### src/rtl/lfsr_pair_sequencer.sv
// Pairs consecutive decoded LFSR words whose timestamps are close enough, hands each
// pair to an external polynomial finder and reports its result or a timeout.
`timescale 1ns/1ps
module lfsr_pair_sequencer #(
  parameter logic [23:0] MAX_GAP        = 24'h1FFFFF,
  parameter logic [19:0] FINDER_TIMEOUT = 20'd200000
) (
  input  logic        clk_72MHz,
  input  logic        reset,
  input  logic        word_valid,
  input  logic [16:0] word_data,
  input  logic [23:0] word_ts,
  output logic [16:0] decoded_data,
  output logic [16:0] decoded_data1,
  output logic [23:0] ts_last_data,
  output logic [23:0] ts_last_data1,
  output logic        finder_enable,
  input  logic        finder_ready,
  input  logic [16:0] finder_polynomial,
  input  logic [16:0] finder_iteration,
  output logic [16:0] result_polynomial,
  output logic [16:0] result_iteration,
  output logic [23:0] result_ts,
  output logic        result_valid,
  output logic        result_fail,
  output logic        busy,
  output logic [7:0]  drop_count
);
  typedef enum logic [2:0] {EMPTY, HAVE_FIRST, START, WAIT_DONE, RELEASE} state_t;

  state_t      state, state_nx;
  logic [19:0] wait_cnt;
  logic [23:0] gap;
  logic        pair_ok, timed_out;

  // Wrap-around subtraction so a timestamp rollover still yields the true distance.
  assign gap       = word_ts - ts_last_data;
  assign pair_ok   = (gap != '0) && (gap <= MAX_GAP) && (word_data != decoded_data);
  assign timed_out = (wait_cnt + 20'd1) >= FINDER_TIMEOUT;

  always_ff @(posedge clk_72MHz or posedge reset) begin
    if (reset) state <= EMPTY;
    else       state <= state_nx;
  end

  always_comb begin
    state_nx = state;
    case (state)
      EMPTY:      if (word_valid) state_nx = HAVE_FIRST;
      HAVE_FIRST: if (word_valid && pair_ok) state_nx = START;
      // A ready that never falls still ends the job through the same timeout.
      START:      if (!finder_ready) state_nx = WAIT_DONE;
                  else if (timed_out) state_nx = RELEASE;
      WAIT_DONE:  if (finder_ready || timed_out) state_nx = RELEASE;
      RELEASE:    state_nx = HAVE_FIRST;
      default:    state_nx = EMPTY;
    endcase
  end

  always_comb begin
    finder_enable = (state == START) || (state == WAIT_DONE);
    busy          = (state == START) || (state == WAIT_DONE) || (state == RELEASE);
  end

  always_ff @(posedge clk_72MHz or posedge reset) begin
    if (reset) begin
      decoded_data      <= '0;
      decoded_data1     <= '0;
      ts_last_data      <= '0;
      ts_last_data1     <= '0;
      result_polynomial <= '0;
      result_iteration  <= '0;
      result_ts         <= '0;
      result_valid      <= 1'b0;
      result_fail       <= 1'b0;
      drop_count        <= '0;
      wait_cnt          <= '0;
    end else begin
      result_valid <= 1'b0;
      result_fail  <= 1'b0;
      if (word_valid && busy && drop_count != 8'hFF) drop_count <= drop_count + 8'd1;
      case (state)
        EMPTY: if (word_valid) begin
          decoded_data <= word_data;
          ts_last_data <= word_ts;
        end
        HAVE_FIRST: if (word_valid) begin
          if (pair_ok) begin
            decoded_data1 <= word_data;
            ts_last_data1 <= word_ts;
            wait_cnt      <= '0;
          end else begin
            decoded_data <= word_data;
            ts_last_data <= word_ts;
          end
        end
        START: begin
          if (!finder_ready)  wait_cnt    <= '0;
          else if (timed_out) result_fail <= 1'b1;
          else                wait_cnt    <= wait_cnt + 20'd1;
        end
        WAIT_DONE: begin
          if (finder_ready) begin
            result_polynomial <= finder_polynomial;
            result_iteration  <= finder_iteration;
            result_ts         <= ts_last_data1;
            // A zero polynomial means the finder gave up.
            if (finder_polynomial == '0) result_fail  <= 1'b1;
            else                         result_valid <= 1'b1;
          end else if (timed_out) begin
            result_fail <= 1'b1;
          end else begin
            wait_cnt <= wait_cnt + 20'd1;
          end
        end
        RELEASE: begin
          decoded_data <= decoded_data1;
          ts_last_data <= ts_last_data1;
        end
        default: ;
      endcase
    end
  end
endmodule

### config.mk
export PLATFORM = sky130hd
export DESIGN_NAME = lfsr_pair_sequencer
export DESIGN_NICKNAME = d
export VERILOG_FILES = /design/src/rtl/lfsr_pair_sequencer.sv
export SDC_FILE = /design/constraint.sdc
export NUM_CORES = 1
export LEC_CHECK = 0
export CELL_PAD_IN_SITES_DETAIL_PLACEMENT = 1
export CELL_PAD_IN_SITES_GLOBAL_PLACEMENT = 1
export CORE_ASPECT_RATIO = 0.7
export CORE_MARGIN = 1
export CORE_UTILIZATION = 39
export DETAILED_ROUTE_END_ITERATION = 16
export GPL_TIMING_DRIVEN = 0
export PLACE_DENSITY_LB_ADDON = 0.2
export SETUP_SLACK_MARGIN = 0.05
export SLEW_MARGIN = 0
export SYNTH_ARGS = -nofsm -noshare
export SYNTH_HDL_FRONTEND = slang
export SYNTH_SLANG_ARGS = --single-unit
### constraint.sdc
create_clock -name clk_72MHz -period 6.4 [get_ports clk_72MHz]
set_input_delay 0.64 -clock clk_72MHz [delete_from_list [all_inputs] [get_ports clk_72MHz]]
set_output_delay 0.64 -clock clk_72MHz [all_outputs]
set_load 0.05 [all_outputs]
======== After elaboration in Yosys (flattened, before gate mapping) ========
Index checks and enable logic that the tools add are counted.
word-level totals
  register bits ........................... 173
  memories kept ........................... 0
  memory bits (read-only) ................. 0
  latch bits .............................. 0
  bits in writable memories ............... 0
  logic and storage cells ................. 77
  input bits .............................. 79
operators by class
  magnitude comparators ................... 2
  $add $sub $neg .......................... 3
  reduce and logical (&&, ||, !) cells .... 18
  muxes and demuxes ....................... 28
  shift-type cells ........................ 0
  eq/ne operators ......................... 14
  bitwise operators ....................... 0
  divide/modulo/power cells ............... 0
  multiply operators ...................... 0
operators with widths
  kind                                                                                   number
  20-bit 2-to-1 mux                                                                      5
  24-bit 2-to-1 mux                                                                      3
  24-bit case mux with 3 select lines                                                    1
  20-bit case mux with 3 select lines                                                    1
  17-bit 2-to-1 mux                                                                      3
  17-bit case mux with 3 select lines                                                    1
  24-bit by 21-bit less-or-equal comparator with 1-bit output, second input constant     1
  24-bit nonzero test                                                                    1
  24-bit subtractor                                                                      1
  20-bit by 1-bit adder with 20-bit output, second input constant                        1
  20-bit by 18-bit greater-or-equal comparator with 1-bit output, second input constant  1
  17-bit zero test                                                                       1
  17-bit inequality test                                                                 1
  3-bit 2-to-1 mux                                                                       5
  3-bit case mux with 5 select lines                                                     1
  2-bit inequality test, second input constant                                           7
  4-bit AND reduction                                                                    3
  8-bit by 1-bit adder with 8-bit output, second input constant                          1
  8-bit inequality test, second input constant                                           1
  1-bit 2-to-1 mux                                                                       7
  3-bit by 2-bit equality test with 1-bit output, second input constant                  2
  3-bit nonzero test                                                                     2
  1-bit logical AND                                                                      5
  3-bit by 1-bit equality test with 1-bit output, second input constant                  1
  other kinds (7)                                                                        9

======== Logic depth before layout (Yosys ltp) ========
  depth after elaboration ................. 7
  depth in mapped cells ................... 15
  mapped depth without buffers ............ 13

======== Worst setup path after synthesis ========
No wires, ideal clock.
  kind .................................... input port to flip-flop
  start point ............................. input word_ts[0]
  end point ............................... register decoded_data[10]
  required time ........................... 6,273 ps
  arrival ................................. 3,792 ps
  slack ................................... 2,481 ps
  library setup time ...................... 127 ps
  stages .................................. 14
  buffers on the path ..................... 1
  path through ............................ inv_1 > ha_1 > fa_1 > nand2b_1 > a21oi_1 > a31oi_1 > mux2i_1 > or4_1 > a2111oi_0 > and4_1 > o21bai_1 > a21oi_4 > buf_6 > mux2_1
between the ends
  cells in the longest elaborated chain, start to end .. 6
  elaborated cells on any way between the ends .. 7
  those cells by class .................... add/sub: 1; order compare: 1; eq/ne: 1; reduce/logical: 4
ends and longest elaborated chain
  item                                                                                                line  text
  from (decl)                                                                                         12    input logic [23:0] word_ts,
  24-bit subtractor (*)                                                                               37    assign gap = word_ts - ts_last_data;
  24-bit by 21-bit less-or-equal comparator with 1-bit output or 24-bit nonzero test (tied branches)  38    assign pair_ok = (gap != '0) && (gap <= MAX_GAP) && (word_data != decoded_data);
  1-bit logical AND (*) (2 in series)                                                                 38
  2-bit inequality test (no source line) (*)                                                          --
  4-bit AND reduction (no source line) (*)                                                            --
  to (signal assigned)                                                                                84    decoded_data <= word_data;
  to (signal assigned)                                                                                93    decoded_data <= word_data;
  to (signal assigned)                                                                                117   decoded_data <= decoded_data1;
  to (decl)                                                                                           13    output logic [16:0] decoded_data,
Every way passes the cells marked *; elsewhere a longest branch is shown, timed or not.
A chain may end at the register's enable or synchronous reset.

======== Worst setup path after layout ========
Same ends and word-level chain as after synthesis.

==> metrics <==
static leakage power=5.44 nW; CTS tree=yes; number of cell instances on the worst register-to-register path=13; total clock sinks=173; Least-Margin Pin Slew=1180 ps; Starting DRT DRC Count=343; overall die area=24600 um2; DP Wirelength=21700 um; post-detailed-route wirelength per cell=20.9 um; chip height=132 um; cells resized by post-CTS repair=0; area of the placeable core=23100 um2; maximum number of buffers from clock root to sink=2; Hold WC Path Type=reg -> reg; final routed DRC violation total=0; Clock H-tree levels=4; critical path endpoint category=flip-flop; most frequent cell on the critical path=sky130_fd_sc_hd__a21oi_1; GRT overflow=0; Hold Buf Count CTS=0; count of antenna diodes in the layout=0; startpoint of the most critical register-to-register path=ts_last_data[0]; most numerous cell types in the synthesized netlist=sky130_fd_sc_hd__dfrtp_1, sky130_fd_sc_hd__mux2_2, sky130_fd_sc_hd__mux2i_1, sky130_fd_sc_hd__inv_1, sky130_fd_sc_hd__nand2_1; via count of the first global-routing pass=8190; Die Width=187 um; worst-case clock skew=13.7 ps; cell with the most instances after synthesis=sky130_fd_sc_hd__dfrtp_1; number of placed I/O pins=231; cell types occupying the most area after synthesis=sky130_fd_sc_hd__dfrtp_1, sky130_fd_sc_hd__mux2_2, sky130_fd_sc_hd__mux2i_1; setup repair after global routing missed its margin=no; count of buffering cells on the critical path with inverters included=3; worst flop-to-flop path endpoint=decoded_data[10]; mean instance size in the synthesized netlist=11.4 um2; global-route wire length before repair=47000 um; Worst Setup Slack, final=1520 ps; Layout Nets=1179; critical path startpoint category=input port; slowest stage cell on the critical path=sky130_fd_sc_hd__a2111oi_0; stage delay of the slowest cell on the critical path=470 ps; Power, Total=7.56 mW; clock buffer count from CTS=17; series of cell instances along the critical path=clkdlybuf4s50_1 > inv_1 > ha_1 > fa_1 > nand2b_1 > a21oi_1 > a21oi_1 > o21ai_1 > mux2_2 > a2111oi_0 > and4_1 > o21bai_1 > a21oi_4 > buf_6 > mux2_1; status=complete, no violations; number of instances in the synthesized netlist=823; post-layout minimum cycle time=4880 ps; pre-CTS WS=1190 ps; routed via count divided by cell count=5.49; net count after synthesis=929; Layout area overhead=35.5%; placer's final routability congestion estimate=0.851; number of buffers added on ports=230; async set-or-reset flop fraction in the synthesized netlist=100%; Routed WL=29200 um; number of pins exceeding their max-slew limit in the final report=0; fraction of layout cells with a size suffix above 1=15.8%; largest vdd supply drop=380 uV; power density cells=597 nW/um2; post-synthesis sequential area ratio=46.3%; Post-Synthesis Cell Area=9350 um2; ANT nets after route=0; antenna violations before repair=0; worst path required time=6710 ps; cell taking the most area after synthesis=sky130_fd_sc_hd__dfrtp_1; Setup-failing EPs final=0; Distinct cells, synth=66; final core area utilization=54.9%; Post-CTS Repair Setup Buffers=0; setup TNS after final layout=0 ps; kind of cell adding the most delay to the critical path=compound AO/OA/AOI/OAI gates; vias after detailed routing=7673; number of cells traversed by the worst hold path=1; top fanout value on the critical path=10; first drt pass iteration count=4; global-route usage over all layers=24.4%; Hold Crit Start=drop_count[4]; Worst-path clk slew=70 ps; number of warnings printed during yosys synthesis=0; worst max-slew margin expressed relative to the limit=21.0%; achievable clock frequency=0.205 GHz; Hold Worst Slack=498 ps; Critical Setup Path Class=in -> reg; number of maximum-capacitance violations=0; Yosys reg bits=173; root buffer cell=sky130_fd_sc_hd__clkbuf_16; fraction of post-synthesis cell area in the top cell type by area=46.3%; pin count of the biggest net entering global routing=110; row count=46; final hold violation count=0; leading register cell type out of synthesis=sky130_fd_sc_hd__dfrtp_1; worst skew pair latency=440 ps; worst setup slack for register-to-register paths=1860 ps; period utilisation layout=76.2%; signal arrival time at the worst endpoint=5180 ps; EDFF count, synth=0; hold path endpoint=drop_count[4]; initial standard-cell utilization of the core=40.5%
-- layer usage --
metal / global-route usage [%] / vias up / part of all wire, %
met5: 0 / - / 0
met4: 5.37 / 0 / 1.1
met3: 8.09 / 22 / 7.4
met2: 37.2 / 224 / 44
met1: 33.5 / 3897 / 47
li1: - / 3530 / -
-- through the flow --
| stage | instances | area (um2) |
|---|---|---|
| 2_1_floorplan | 823 | 9350 |
| 3_3_place_gp | 1365 | 12000 |
| 3_5_place_dp | 1366 | 12100 |
| 4_1_cts | 1398 | 12700 |
| 5_1_grt | 1398 | 12700 |
| 6_report | 1398 | 12700 |
-- registers in the layout (all words and copies together), names as in the netlist --
signal and cells:
decoded_data 17, decoded_data1 17, drop_count 8, result_fail 1
result_iteration 17, result_polynomial 17, result_ts 24, result_valid 1
state 3, ts_last_data 24, ts_last_data1 24, wait_cnt 20
-- worst reg2reg max path, cell delays in order, from the launching register on --
cell	delay (ps)
sky130_fd_sc_hd__dfrtp_1	410
sky130_fd_sc_hd__ha_1	220
sky130_fd_sc_hd__fa_1	380
sky130_fd_sc_hd__nand2b_1	200
sky130_fd_sc_hd__a21oi_1	390
sky130_fd_sc_hd__a21oi_1	340
sky130_fd_sc_hd__o21ai_1	270
sky130_fd_sc_hd__mux2_2	360
sky130_fd_sc_hd__a2111oi_0	470
sky130_fd_sc_hd__and4_1	370
sky130_fd_sc_hd__o21bai_1	130
sky130_fd_sc_hd__a21oi_4	270
sky130_fd_sc_hd__buf_6	230
sky130_fd_sc_hd__mux2_1	370
-- cell type report --
class,instances,area [um2]
fill,2445,10400
multi-input combinational,571,4660
sequential,173,4330
timing repair buffer,231,2330
clock buffer,17,425
tap,312,390
buffer,38,198
clock inverter,15,169
inverter,41,161
-- cells by family after synthesis --
group | Yosys count | share of synthesized area [%]
adders and majority gates | 27 | 3.70
xor gates and xnor gates | 36 | 3.37
buffers and inverters | 79 | 3.76
and+or+nand+nor | 173 | 9.91
muxes | 194 | 22.6
DFF | 173 | 46.3
AOI/OAI and AO/OA | 141 | 10.3
-- power by group --
group | switching (mW) | internal [mW] | total [mW]
registers | 0.370 | 1.57 | 1.94
logic | 2.91 | 1.63 | 4.55
clock network | 0.514 | 0.560 | 1.07
-- cells in the final DEF (no fill, tap or decap), types with 14 or more instances in the layout --
cell and n:
sky130_fd_sc_hd__o21ai_0 24, sky130_fd_sc_hd__nor2_1 26, sky130_fd_sc_hd__clkbuf_1 14, sky130_fd_sc_hd__mux2i_1 57
sky130_fd_sc_hd__mux2_1 26, sky130_fd_sc_hd__xnor2_1 23, sky130_fd_sc_hd__nand3_1 27, sky130_fd_sc_hd__clkbuf_16 17
sky130_fd_sc_hd__clkdlybuf4s50_1 230, sky130_fd_sc_hd__nand4_1 17, sky130_fd_sc_hd__mux2_2 111, sky130_fd_sc_hd__nand2_1 38
sky130_fd_sc_hd__inv_1 40, sky130_fd_sc_hd__dfrtp_1 173, sky130_fd_sc_hd__a21oi_1 34, sky130_fd_sc_hd__ha_1 26
-- how the worst max path moves through the flow --
stage / slack (ps) / depth (start not counted) / endpoint / start
after global routing: 1460 / 15 / decoded_data[10] / word_ts[0]
after global placement: -1620 / 2 / result_ts[14] / reset
after detailed placement: 1190 / 15 / decoded_data[14] / word_ts[0]
after CTS: 1650 / 15 / decoded_data[10] / word_ts[0]
after floorplan: 1070 / 1 / decoded_data1[0] / reset
final: 1520 / 15 / decoded_data[10] / word_ts[0]
(Power assumes the default switching activity.)
